[config.mk]
export PLATFORM = sky130hd
export DESIGN_NAME = seven_segment_capture
export DESIGN_NICKNAME = d
export VERILOG_FILES = /design/src/rtl/seven_segment_capture.sv
export SDC_FILE = /design/constraint.sdc
export NUM_CORES = 1
export LEC_CHECK = 0
export BUFFER_PORTS_ARGS = -buffer_cell sky130_fd_sc_hd__buf_2
export CORE_ASPECT_RATIO = 1.75
export CORE_MARGIN = 1.5
export CORE_UTILIZATION = 55
export CTS_CLUSTER_SIZE = 40
export DETAILED_ROUTE_END_ITERATION = 10
export HOLD_SLACK_MARGIN = 0.08
export PLACE_DENSITY = 0.8
export SYNTH_ARGS = -nofsm -noshare
export SYNTH_HDL_FRONTEND = slang
export SYNTH_SLANG_ARGS = --single-unit
[constraint.sdc]
create_clock -name clk -period 5.2 [get_ports clk]
set_input_delay 0.52 -clock clk [delete_from_list [all_inputs] [get_ports clk]]
set_output_delay 0.52 -clock clk [all_outputs]
set_load 0.005 [all_outputs]
[src/rtl/seven_segment_capture.sv]
// seven_segment_capture: reads back a scanned, multiplexed 7-segment bus.
// Each {seg,dig_sel} sample must stay unchanged for STABLE_CYCLES samples
// before it is committed to that digit's slot. The slot then holds either a
// decoded hex value, a blank marker, or raises an error for an unknown pattern.
// frame_done pulses once every digit has been committed at least once.
module seven_segment_capture #(
    parameter int DIGITS        = 4,
    parameter int STABLE_CYCLES = 3,
    parameter int SEG_ON        = 1
) (
    input  logic                  clk,
    input  logic                  rst,
    input  logic [6:0]            seg,
    input  logic [DIGITS-1:0]     dig_sel,
    output logic [4*DIGITS-1:0]   hex_out,
    output logic [DIGITS-1:0]     digit_valid,
    output logic [DIGITS-1:0]     blank,
    output logic                  err,
    output logic [2:0]            err_digit,
    output logic                  frame_done
);

    localparam int CW = $clog2(STABLE_CYCLES + 1);

    typedef enum logic {COLLECT = 1'b0} frame_state_t;

    logic [6:0]        seg_eff;
    logic [6:0]        seg_q;
    logic [DIGITS-1:0] dig_q;
    logic [CW-1:0]     run_cnt;
    logic              same;
    logic              commit;
    logic [4:0]        dec;
    logic [2:0]        sel_idx;
    logic [DIGITS-1:0] mask_q, mask_n;
    frame_state_t      state_q, state_n;
    logic              frame_n;

    // Pattern table: {legal, value}. All-off and unknown patterns are not legal.
    function automatic logic [4:0] decode(input logic [6:0] p);
        case (p)
            7'h7E: decode = {1'b1, 4'h0};
            7'h30: decode = {1'b1, 4'h1};
            7'h6D: decode = {1'b1, 4'h2};
            7'h79: decode = {1'b1, 4'h3};
            7'h33: decode = {1'b1, 4'h4};
            7'h5B: decode = {1'b1, 4'h5};
            7'h5F: decode = {1'b1, 4'h6};
            7'h70: decode = {1'b1, 4'h7};
            7'h7F: decode = {1'b1, 4'h8};
            7'h7B: decode = {1'b1, 4'h9};
            7'h77: decode = {1'b1, 4'hA};
            7'h1F: decode = {1'b1, 4'hB};
            7'h4E: decode = {1'b1, 4'hC};
            7'h3D: decode = {1'b1, 4'hD};
            7'h4F: decode = {1'b1, 4'hE};
            7'h47: decode = {1'b1, 4'hF};
            default: decode = 5'b0;
        endcase
    endfunction

    // Normalise segment polarity and compare the new sample with the held one.
    always_comb begin
        seg_eff = (SEG_ON != 0) ? seg : ~seg;
        same    = (seg_eff == seg_q) && (dig_sel == dig_q);
        // Run counter counts repeats after the first sample, so STABLE_CYCLES
        // identical samples are reached when it reads STABLE_CYCLES-1.
        commit  = (run_cnt == CW'(STABLE_CYCLES - 1)) && $onehot(dig_q);
        dec     = decode(seg_q);
    end

    // Index of the currently selected digit (dig_q is one-hot when used).
    always_comb begin
        sel_idx = '0;
        for (int unsigned i = 0; i < DIGITS; i++) begin
            if (dig_q[i]) sel_idx = 3'(i);
        end
    end

    // Input sample register and saturating stability counter.
    always_ff @(posedge clk or posedge rst) begin
        if (rst) begin
            seg_q   <= '0;
            dig_q   <= '0;
            run_cnt <= '0;
        end else begin
            seg_q <= seg_eff;
            dig_q <= dig_sel;
            if (same && $onehot(dig_q)) begin
                if (run_cnt != CW'(STABLE_CYCLES)) run_cnt <= run_cnt + 1'b1;
            end else begin
                run_cnt <= '0;
            end
        end
    end

    // Per-digit result slots and error reporting on commit.
    always_ff @(posedge clk or posedge rst) begin
        if (rst) begin
            hex_out     <= '0;
            digit_valid <= '0;
            blank       <= '0;
            err         <= 1'b0;
            err_digit   <= '0;
        end else begin
            err <= 1'b0;
            if (commit) begin
                for (int unsigned i = 0; i < DIGITS; i++) begin
                    if (dig_q[i]) begin
                        if (dec[4]) begin
                            hex_out[4*i +: 4] <= dec[3:0];
                            digit_valid[i]    <= 1'b1;
                            blank[i]          <= 1'b0;
                        end else begin
                            digit_valid[i] <= 1'b0;
                            blank[i]       <= (seg_q == '0);
                        end
                    end
                end
                if (!dec[4] && (seg_q != '0)) begin
                    err       <= 1'b1;
                    err_digit <= sel_idx;
                end
            end
        end
    end

    // Frame tracking: the commit that completes the mask clears it in the same
    // step, so the next frame starts empty and re-commits never re-pulse.
    always_comb begin
        state_n = state_q;
        mask_n  = mask_q;
        frame_n = 1'b0;
        case (state_q)
            COLLECT: begin
                if (commit) begin
                    mask_n = mask_q | dig_q;
                    if (&mask_n) begin
                        frame_n = 1'b1;
                        mask_n  = '0;
                    end
                end
            end
            default: state_n = COLLECT;
        endcase
    end

    // Frame state, mask and frame_done pulse registers.
    always_ff @(posedge clk or posedge rst) begin
        if (rst) begin
            state_q    <= COLLECT;
            mask_q     <= '0;
            frame_done <= 1'b0;
        end else begin
            state_q    <= state_n;
            mask_q     <= mask_n;
            frame_done <= frame_n;
        end
    end

endmodule
==> out/summary.txt, run 1 <==
Final worst hold slack: 0.353 ns
GPL Wtd Cong: 0.811
Worst-case vdd ir drop: 0.000194 V
Post-synth EDFFs: 0
Global-route wire length before repair: 7800 µm
F_max: 295 MHz
Commonest cells in the netlist: dfrtp_1, inv_1, nand2_1, nor2_1, xnor2_1
Pleak: 1.27 nW
Synth Net Count: 233
Filler cell count in the final layout: 333
Power per cell area: 265 mW/mm²
DR pass1 iterations: 4
Mean number of vias per cell: 5.77
Setup slack after layout: 1.81 ns
Critical-path maximum fanout: 5
Core Footprint: 0.00390 mm²
Post-synth top flop: dfrtp_1
Setup total negative slack: 0 ns
Initial Util: 57.6%
# rows: 30
Worst slew margin: 52.6%
Post-synth top area cell: dfrtp_1
Critical path endpoint category: flop
Post-synthesis sequential area ratio: 50.1%
Routed WL per cell: 15.5 µm
CP Data Arrival Time: 3.56 ns
Final Hold Viols: 0
Max-Cap Viols: 0
# hold bufs at CTS: 0
Largest net degree at the start of global routing: 46
IO Count: 42
Final setup fails: 0
Switch share: 22.3%
Post-route DRC: 0
Post-synth cell types: 51
Cell-internal power: 0.532 mW
Unrepaired setup endpoints after global routing: false
Most numerous cell in the Yosys netlist: dfrtp_1
Mapped cell area: 0.00225 mm²
Synth top area cells: dfrtp_1, xnor2_1, inv_1, o22ai_1, a21oi_1
Root buffer cell: clkbuf_8
Setup slack, reg-to-reg: 1.81 ns
Crit Path Category: flop to flop
Via count: 1747
Switching Power: 0.153 mW
Period utilization: 65.1%
Max Slew Vio Count: 0
Status: finished clean
Yosys warns: 0
Critical R2R Capture: err_digit[0]
Resized cells post-CTS: 0
Share of cells above drive strength 1: 24.3%
Final nets: 272
ANT cells: 0
Startpoint Class: flop
CTS tree: built
Post-route ant nets: 0
Initial antenna violation count: 0
Worst min-delay path class: input port to asynchronous set/reset pin
Worst Reg2Reg Path Length in Cells: 11
Part of the power in registers: 53.7%
Gate power share: 7.2%
Drt first-iter violations: 33
Total GRT Usage: 23.3%
Period minus WS final: 3.39 ns
Input/output buffers: 40
DP Wirelength: 3560 µm
Synth Register Bits: 45
Clk sink count: 45
Longest Clk Path Bufs: 2
Routed WL: 4690 µm
Later-pin clock latency in the skew report: 0.29 ns
Req. time, crit path: 5.38 ns
Clk pwr share: 39.1%
Die height: 87.6 µm
Die width: 51.3 µm
R2r startpoint: dig_q[1]
Fraction of registers with async set/reset: 100%
Post-layout util: 66.3%
Clk_skew: 0.00504 ns
Post-CTS setup buffer count: 0
H-tree levels: 2
Die ar.: 0.00449 mm²
Clock transition at the registers of the reported paths: 0.08 ns
Remaining Overflow, GRT: 0
Slew @ Worst Pin: 0.702 ns
Dpl ws: 1.41 ns
Placed cell count: 294
Synth Instances: 215
Layout area overhead: 15.2%
Num CTS Buffers: 5
Syn avg cell area: 10.5 µm²
Synth top area share: 50.1%
Vias in the first global route: 1701
Layout Cells excl Fill: 303
==> cell usage in the layout (no fill, tap or decap), types with 2 or more instances in the layout <==
cell	synthesis	final
mux2_4	3	3
inv_1	19	18
nand2_1	12	12
a21oi_4	3	3
dfrtp_1	45	45
xor2_1	2	2
nand3_1	3	3
buf_4	1	2
or4_1	3	3
ha_1	4	4
nor2_1	11	11
mux2i_1	3	3
and4b_1	2	2
nor3_1	3	3
a21o_1	4	4
buf_2	7	40
nand3b_1	5	5
nand4_1	5	5
clkbuf_8	0	6
xnor2_1	11	11
a21oi_1	10	10
o21ai_1	9	9
o21ai_0	9	9
and3_1	2	2
o22ai_1	10	10
==> worst max-delay path, stage by stage (launching register included) <==
cell	delay, ns
dfrtp_1	0.44
inv_1	0.10
fa_1	0.50
inv_1	0.05
ha_1	0.17
ha_1	0.29
nor4bb_1	0.64
clkbuf_2	0.28
inv_2	0.05
a2111oi_2	0.25
and2_4	0.22
mux2_4	0.29
==> sequential cells by signal (all words and copies together) (netlist names) <==
signal / flops
err_digit: 2
err: 1
mask_q: 4
blank: 4
frame_done: 1
dig_q: 4
hex_out: 16
run_cnt: 2
seg_q: 7
digit_valid: 4
==> cells by family (layout without fill, tap and decap cells) <==
kind of cell / after synthesis / count (layout) / share of synthesized area [%]
XOR/XNOR: 13 / 13 / 5.07
AO/OA/AOI/OAI: 55 / 55 / 16.5
AND/OR/NAND/NOR: 59 / 59 / 15.6
other: 1 / 1 / 0.167
multiplexers: 6 / 6 / 3.34
buffers and inverters: 31 / 71 / 6.07
flip-flops: 45 / 45 / 50.1
adder cells (fa/ha/maj): 5 / 5 / 3.12
==> how the worst max path moves through the flow <==
stage | slack (ns) | endpoint | start
after global routing | 1.52 | err_digit[0] | dig_q[0]
after CTS | 1.39 | hex_out[12] | dig_q[1]
after global placement | 1.49 | hex_out[0] | dig_q[1]
after floorplan | 2.30 | err_digit[0] | dig_q[0]
after detailed placement | 1.41 | hex_out[12] | dig_q[1]
final | 1.81 | err_digit[0] | dig_q[1]
==> metal layers <==
metal	GRT usage, %	share of wire (%)	routed length (µm)	vias up
met5	0	0	0	-
met4	9.81	2.8	133	0
met3	4.78	4.4	206	14
met2	43.8	56	2610	55
met1	24.5	37	1740	848
li1	-	-	-	830
==> area by class of cell <==
type	instances	area [µm²]	share of cell area [%]
Timing Repair Buffer	43	220	8.51
Sequential cell	45	1130	43.5
Clock buffer	7	86.3	3.33
Inverter	20	75.1	2.90
Clock inverter	1	30.0	1.16
Tap cell	48	60.1	2.32
Multi-Input combinational cell	139	991	38.3
==> power groups by stage <==
stage                     Combinational (mW)  Clock (mW)  Sequential (mW)
after global routing                  0.0572       0.285            0.369
final                                 0.0496       0.268            0.368
after detailed placement              0.0506           0            0.375
after global placement                0.0493           0            0.374
after floorplan                       0.0437           0            0.365
after CTS                             0.0506       0.274            0.367
==> per-stage QoR <==
step / area [µm²] / total power [mW]
2_1_floorplan: 2250 / 0.409
3_3_place_gp: 2470 / 0.423
3_5_place_dp: 2470 / 0.425
4_1_cts: 2580 / 0.692
5_1_grt: 2590 / 0.711
6_report: 2590 / 0.685
No activity file was read; power rests on OpenSTA's default activity.
==> run 2: changes to the inputs <==
--- a/config.mk
+++ b/config.mk
@@ -8,11 +8,11 @@
 export BUFFER_PORTS_ARGS = -buffer_cell sky130_fd_sc_hd__buf_2
 export CORE_ASPECT_RATIO = 1.75
 export CORE_MARGIN = 1.5
-export CORE_UTILIZATION = 55
+export CORE_UTILIZATION = 49
 export CTS_CLUSTER_SIZE = 40
 export DETAILED_ROUTE_END_ITERATION = 10
 export HOLD_SLACK_MARGIN = 0.08
-export PLACE_DENSITY = 0.8
+export PLACE_DENSITY = 0.76
 export SYNTH_ARGS = -nofsm -noshare
 export SYNTH_HDL_FRONTEND = slang
 export SYNTH_SLANG_ARGS = --single-unit
==> constraint.sdc (replaced) <==
create_clock -name clk -period 2.7 [get_ports clk]
set_input_delay 0.27 -clock clk [delete_from_list [all_inputs] [get_ports clk]]
set_output_delay 0.27 -clock clk [all_outputs]
set_load 0.005 [all_outputs]
==> out/summary.txt, run 2 (synthesis gave the netlist of run 1 again) <==
Remaining Overflow, GRT: 0 (unchanged)
Initial antenna violation count: 0 (unchanged)
CP Data Arrival Time: 2.86 ns (-0.70 ns)
Largest Register: hex_out
F_max: 374 MHz (+27%)
Status: finished clean
Final Instance Area: 0.00285 mm² (+10%)
Startpoint Class: flop
Clock transition at the registers of the reported paths: 0.08 ns (about the same)
Drt first-iter violations: 46 (+39%)
Multi-input combinational cell area: 0.00105 mm² (+5.7%)
Longest Clk Path Bufs: 2 (unchanged)
Commonest cells after routing, fill and taps aside: dfrtp_1, buf_2, buf_4
Die height: 92.6 µm (+5.7%)
Critical-path maximum fanout: 2 (-3)
Routed WL per cell: 14.7 µm (-5.0%)
Req. time, crit path: 2.89 ns (-2.49 ns)
GPL Wtd Cong: 0.910 (+12%)
DP Wirelength: 3840 µm (+7.7%)
Total GRT Usage: 21.5% (-1.8 points)
Post-route ant nets: 0 (unchanged)
Top flop regs: hex_out: 16 flops, seg_q: 7 flops
Clk sink count: 45 (unchanged)
Period utilization: 99.0% (+34 points)
Num CTS Buffers: 5 (unchanged)
FF/Latch Area: 0.00113 mm² (unchanged)
Worst min-delay path class: input port to flop
Final nets: 298 (+9.6%)
Worst slew margin: 54.1% (+1.5 points)
Critical path endpoint category: flop
Placed inst area: 0.00268 mm² (+8.6%)
Post-route DRC: 0 (unchanged)
Routed WL: 4890 µm (+4.1%)
Via count: 1804 (+3.3%)
Mean number of vias per cell: 5.43 (-5.8%)
Unrepaired setup endpoints after global routing: true
Layout area overhead: 26.9%
Filler cell count in the final layout: 391 (+17%)
Power per cell area: 472 mW/mm² (+79%)
Worst-case vdd ir drop: 0.000393 V (+100%)
Vias in the first global route: 1776 (+4.4%)
Core Footprint: 0.00440 mm² (+13%)
Max FFs per register: 16 (unchanged)
Root buffer cell: clkbuf_8
Max-Cap Viols: 0 (unchanged)
CTS tree: built
Die ar.: 0.00502 mm² (+12%)
Final Hold Viols: 0 (unchanged)
DR pass1 iterations: 4 (unchanged)
Max Slew Vio Count: 0 (unchanged)
Final setup fails: 0 (unchanged)
Die width: 54.2 µm (+5.6%)
# rows: 32 (+6.7%)
Global-route wire length before repair: 7910 µm (+1.4%)
Post-CTS setup buffer count: 0 (unchanged)
Post-layout util: 64.8% (-1.5 points)
Pleak: 1.41 nW (+11%)
Leading cell type in the layout, fill and taps excluded: dfrtp_1
ANT cells: 0 (unchanged)
Input/output buffers: 40 (unchanged)
Period minus WS final: 2.67 ns (-0.715 ns)
Share of cells above drive strength 1: 33.1% (+8.8 points)
H-tree levels: 2 (unchanged)
IO Count: 42 (unchanged)
Clk_skew: 0.00644 ns (+0.00140 ns)
Largest net degree at the start of global routing: 27 (-41%)
Slew @ Worst Pin: 0.685 ns (-0.0168 ns)
Later-pin clock latency in the skew report: 0.30 ns (about the same)
Crit Path Category: flop to flop
Initial Util: 51.0% (-6.5 points)
==> run 2: changes by cell type in the layout (fill, tap and decap cells not counted), sizes merged <==
cell,previous run,this run
clkbuf,8,7
buf,42,68
dlygate4sd3,0,1
==> run 2: what timing repair did <==
item	in CTS	in global routing
gates resized for setup	4	5
hold buffers	1	0
endpoints found under the setup margin	2	15
hold endpoints to repair	19	0
==> run 2: critical path, stage by stage, from the launching register on <==
cell,delay (ns)
dfrtp_1,0.36
inv_2,0.04
fa_1,0.52
inv_1,0.04
ha_2,0.17
ha_4,0.22
nor4bb_4,0.27
buf_4,0.17
inv_2,0.05
a2111oi_4,0.22
and2_4,0.22
mux2_4,0.29
==> run 2: worst paths after layout <==
check                      depth (start not counted)             end  slack, ns            from
setup / recovery                                  11    err_digit[0]       0.03        dig_q[0]
hold / removal                                     1        seg_q[6]       0.10          seg[6]
setup reg to reg                                  11    err_digit[0]       0.03        dig_q[0]
hold reg to reg                                    1  digit_valid[0]       0.47  digit_valid[0]
max in group asynchronous                          4  digit_valid[1]       1.45             rst
min in group asynchronous                          3        blank[1]       0.53             rst
==> run 2: cell type report <==
type | count | area share, %
inverters | 20 | 2.63
repair buffers | 69 | 14.9
clock buffers | 7 | 3.03
flip-flops and latches | 45 | 39.5
well taps | 51 | 2.24
multi-input cells | 139 | 36.7
clock inverters | 1 | 1.05
==> run 2: routing by layer <==
metal | up-vias | wire, µm | global-route usage (%)
li1 | 884 | - | -
met1 | 858 | 1730 | 21.7
met2 | 47 | 2770 | 38.5
met3 | 15 | 179 | 4.35
met4 | 0 | 204 | 11.9
met5 | - | 0 | 0
==> run 2: report_power, final <==
group          switching [mW]  internal (mW)
Sequential             0.0135          0.682
Clock                   0.214          0.302
Combinational          0.0748         0.0623
Total                   0.302           1.05
==> run 2: stage by stage <==
stage / cells / power (mW) / setup WS [ns] / TNS, ns / hold WS (ns)
3_3_place_gp: 323 / 0.831 / 0.0530 / 0 / 0.323
5_1_grt: 332 / 1.41 / -0.0850 / -0.351 / 0.0880
3_5_place_dp: 323 / 0.833 / -0.0246 / -0.0325 / 0.313
4_1_cts: 332 / 1.35 / 0.0489 / 0 / 0.0957
6_report: 332 / 1.35 / 0.0282 / 0 / 0.103
2_1_floorplan: 215 / 0.788 / -0.0604 / -0.0604 / 0.301
==> run 3: changes to the inputs <==
==> config.mk (replaced) <==
export PLATFORM = sky130hd
export DESIGN_NAME = seven_segment_capture
export DESIGN_NICKNAME = d
export VERILOG_FILES = /design/src/rtl/seven_segment_capture.sv
export SDC_FILE = /design/constraint.sdc
export NUM_CORES = 1
export LEC_CHECK = 0
export CORE_ASPECT_RATIO = 1.75
export CORE_MARGIN = 1.5
export CORE_UTILIZATION = 55
export CTS_CLUSTER_SIZE = 40
export DETAILED_ROUTE_END_ITERATION = 10
export DONT_BUFFER_PORTS = 1
export HOLD_SLACK_MARGIN = 0.08
export PLACE_DENSITY = 0.74
export SYNTH_ARGS = -nofsm -noshare
export SYNTH_HDL_FRONTEND = slang
export SYNTH_SLANG_ARGS = --single-unit
==> out/summary.txt, run 3 (synthesis gave the netlist of run 1 again) <==
GPL Wtd Cong: 0.814 (-11%)
Largest net degree at the start of global routing: 26 (-3.7%)
Final Hold Viols: 0 (unchanged)
Clk sink count: 45 (unchanged)
Max Slew Vio Count: 0 (unchanged)
Final setup fails: 0 (unchanged)
Req. time, crit path: 2.89 ns (about the same)
Placed inst area: 0.00240 mm² (-10%)
Period minus WS final: 2.69 ns (+0.0170 ns)
Die height: 87.6 µm (-5.4%)
Final worst hold slack: 0.285 ns (+0.182 ns)
DP Wirelength: 3680 µm (-4.1%)
Leading cell type in the layout, fill and taps excluded: dfrtp_1
Worst min-delay path class: input port to flop
Critical R2R Capture: err_digit[0]
Worst path slowest cell: fa_1
Initial antenna violation count: 0 (unchanged)
IO Count: 42 (unchanged)
Mean number of vias per cell: 5.98 (+10%)
Part of the power in registers: 49.4% (-2.2 points)
Final nets: 262 (-12%)
Min-delay src: seg[0]
Worst Reg2Reg Path Length in Cells: 11 (unchanged)
Routed WL per cell: 17.7 µm (+20%)
Post-route ant nets: 0 (unchanged)
Die ar.: 0.00449 mm² (-10%)
Top flop regs: hex_out: 16 flops, seg_q: 7 flops
Longest Clk Path Bufs: 2 (unchanged)
Cells along the critical path: inv_2 -> fa_1 -> inv_2 -> ha_4 -> ha_4 -> nor4bb_2 -> buf_4 -> inv_4 -> a2111oi_4 -> and2_4 -> mux2_4
Global-route wire length before repair: 8190 µm (+3.6%)
Input/output buffers: 0 (-100%)
DR pass1 iterations: 4 (unchanged)
Critical-path maximum fanout: 2 (unchanged)
Startpoint Class: flop
Critical path endpoint category: flop
Drt first-iter violations: 31 (-33%)
Clock transition at the registers of the reported paths: 0.09 ns (about the same)
Setup slack after layout: 0.0112 ns (-0.0170 ns)
F_max: 372 MHz (-0.63%)
# rows: 30 (-6.3%)
Post-route DRC: 0 (unchanged)
Vias in the first global route: 1816 (+2.3%)
Max-Cap Viols: 0 (unchanged)
Switching Power: 0.315 mW (+4.1%)
Unrepaired setup endpoints after global routing: true
Layout area overhead: 21.9%
Pleak: 1.22 nW (-13%)
Switch share: 22.0% (-0.43 points)
Later-pin clock latency in the skew report: 0.30 ns (about the same)
Worst slew margin: 53.0% (-1.1 points)
Filler cell count in the final layout: 298 (-24%)
Core Footprint: 0.00390 mm² (-11%)
Layout Cells excl Fill: 293 (-12%)
Crit Path Category: flop to flop
Total GRT Usage: 24.6% (+3.0 points)
H-tree levels: 2 (unchanged)
Period utilization: 99.6% (+0.63 points)
Clk_skew: 0.00669 ns (+0.000252 ns)
Cell-internal power: 1.12 mW (+6.7%)
Hold Crit Depth: 4 (+3)
Status: finished clean
Dpl ws: -0.0853 ns (-0.0606 ns)
Final Instance Area: 0.00274 mm² (-3.9%)
Slew @ Worst Pin: 0.700 ns (+0.0158 ns)
Power per cell area: 522 mW/mm² (+10%)
Die width: 51.3 µm (-5.3%)
Largest Register: hex_out
ANT cells: 0 (unchanged)
Worst-case vdd ir drop: 0.000381 V (-3.1%)
Clk pwr share: 41.9% (+3.6 points)
Commonest cells after routing, fill and taps aside: dfrtp_1, buf_4, inv_1
CP Data Arrival Time: 2.88 ns (+0.02 ns)
Gate power share: 8.7% (-1.5 points)
Total power: 1.43 mW (+6.1%)
Remaining Overflow, GRT: 0 (unchanged)
Via count: 1753 (-2.8%)
Num CTS Buffers: 5 (unchanged)
Root buffer cell: clkbuf_8
R2r startpoint: dig_q[0]
Max FFs per register: 16 (unchanged)
Hold Crit Endpoint: run_cnt[1]
Placed cell count: 270 (-16%)
CTS tree: built
Setup slack, reg-to-reg: 0.01 ns (-0.02 ns)
Share of cells above drive strength 1: 21.2% (-12 points)
CP max stage delay: 0.55 ns (+0.03 ns)
Routed WL: 5180 µm (+5.9%)
Initial Util: 57.6% (+6.5 points)
-- run 3: cell count changes in the layout (fill, tap and decap cells not counted), sizes merged --
cell,change
inv,+1
buf,-47
clkbuf,-2
bufinv,+1
dlygate4sd3,+11
-- run 3: how the worst max path moves through the flow --
| stage | slack, ns | end | startpoint | cells past startpoint |
|---|---|---|---|---|
| after detailed placement | -0.09 | err_digit[0] | dig_q[0] | 11 |
| after global placement | 0.06 | err_digit[0] | dig_q[0] | 11 |
| after global routing | -0.05 | err_digit[0] | dig_q[0] | 11 |
| after CTS | -0.09 | err_digit[0] | dig_q[3] | 11 |
| final | 0.01 | err_digit[0] | dig_q[0] | 11 |
| after floorplan | -0.06 | err_digit[0] | dig_q[0] | 11 |
-- run 3: critical path: cells and delay by family, from the launching register on --
family / cells / cell delay [ns]
AO/OA/AOI/OAI: 1 / 0.20
adder cells (fa/ha/maj): 3 / 0.92
buffers and inverters: 4 / 0.32
flip-flops: 1 / 0.37
multiplexers: 1 / 0.29
AND/OR/NAND/NOR: 2 / 0.47
-- run 3: area by class of cell --
class	instances	area (µm²)	share of cell area (%)
Clock buffer	5	68.8	2.51
Clock inverter	3	68.8	2.51
Timing Repair Buffer	33	285	10.4
Inverter	20	77.6	2.83
Multi-Input combinational cell	139	1050	38.4
Sequential cell	45	1130	41.1
Tap cell	48	60.1	2.19
-- run 3: repair_timing --
action                                  4_1_cts  5_1_grt
endpoints found under the hold margin        31        0
endpoints found under the setup margin       12       19
hold buffers                                 12        0
pin swaps                                     6        5
buffers inserted                              3        0
resized for setup                            11        4
-- run 3: power by group through the flow --
| stage | Sequential (mW) | Combinational, mW | Clock (mW) |
|---|---|---|---|
| 2_1_floorplan | 0.704 | 0.0849 | 0 |
| 3_3_place_gp | 0.717 | 0.0879 | 0 |
| 5_1_grt | 0.709 | 0.136 | 0.633 |
| 4_1_cts | 0.705 | 0.118 | 0.610 |
| 6_report | 0.706 | 0.125 | 0.600 |
| 3_5_place_dp | 0.718 | 0.0936 | 0 |
-- run 3: metal layers --
| metal | share of wire, % | track usage (%) |
|---|---|---|
| met1 | 35 | 24.9 |
| met2 | 57 | 46.6 |
| met3 | 3.8 | 4.10 |
| met4 | 4.2 | 12.7 |
| met5 | 0 | 0 |
-- run 3: through the flow --
stage / utilization, % / setup TNS [ns]
after floorplan: - / -0.0604
after detailed placement: 61.5 / -0.424
final: 70.2 / 0
after global placement: 61.5 / 0
after CTS: 69.8 / -0.0939
after global routing: 70.2 / -0.349
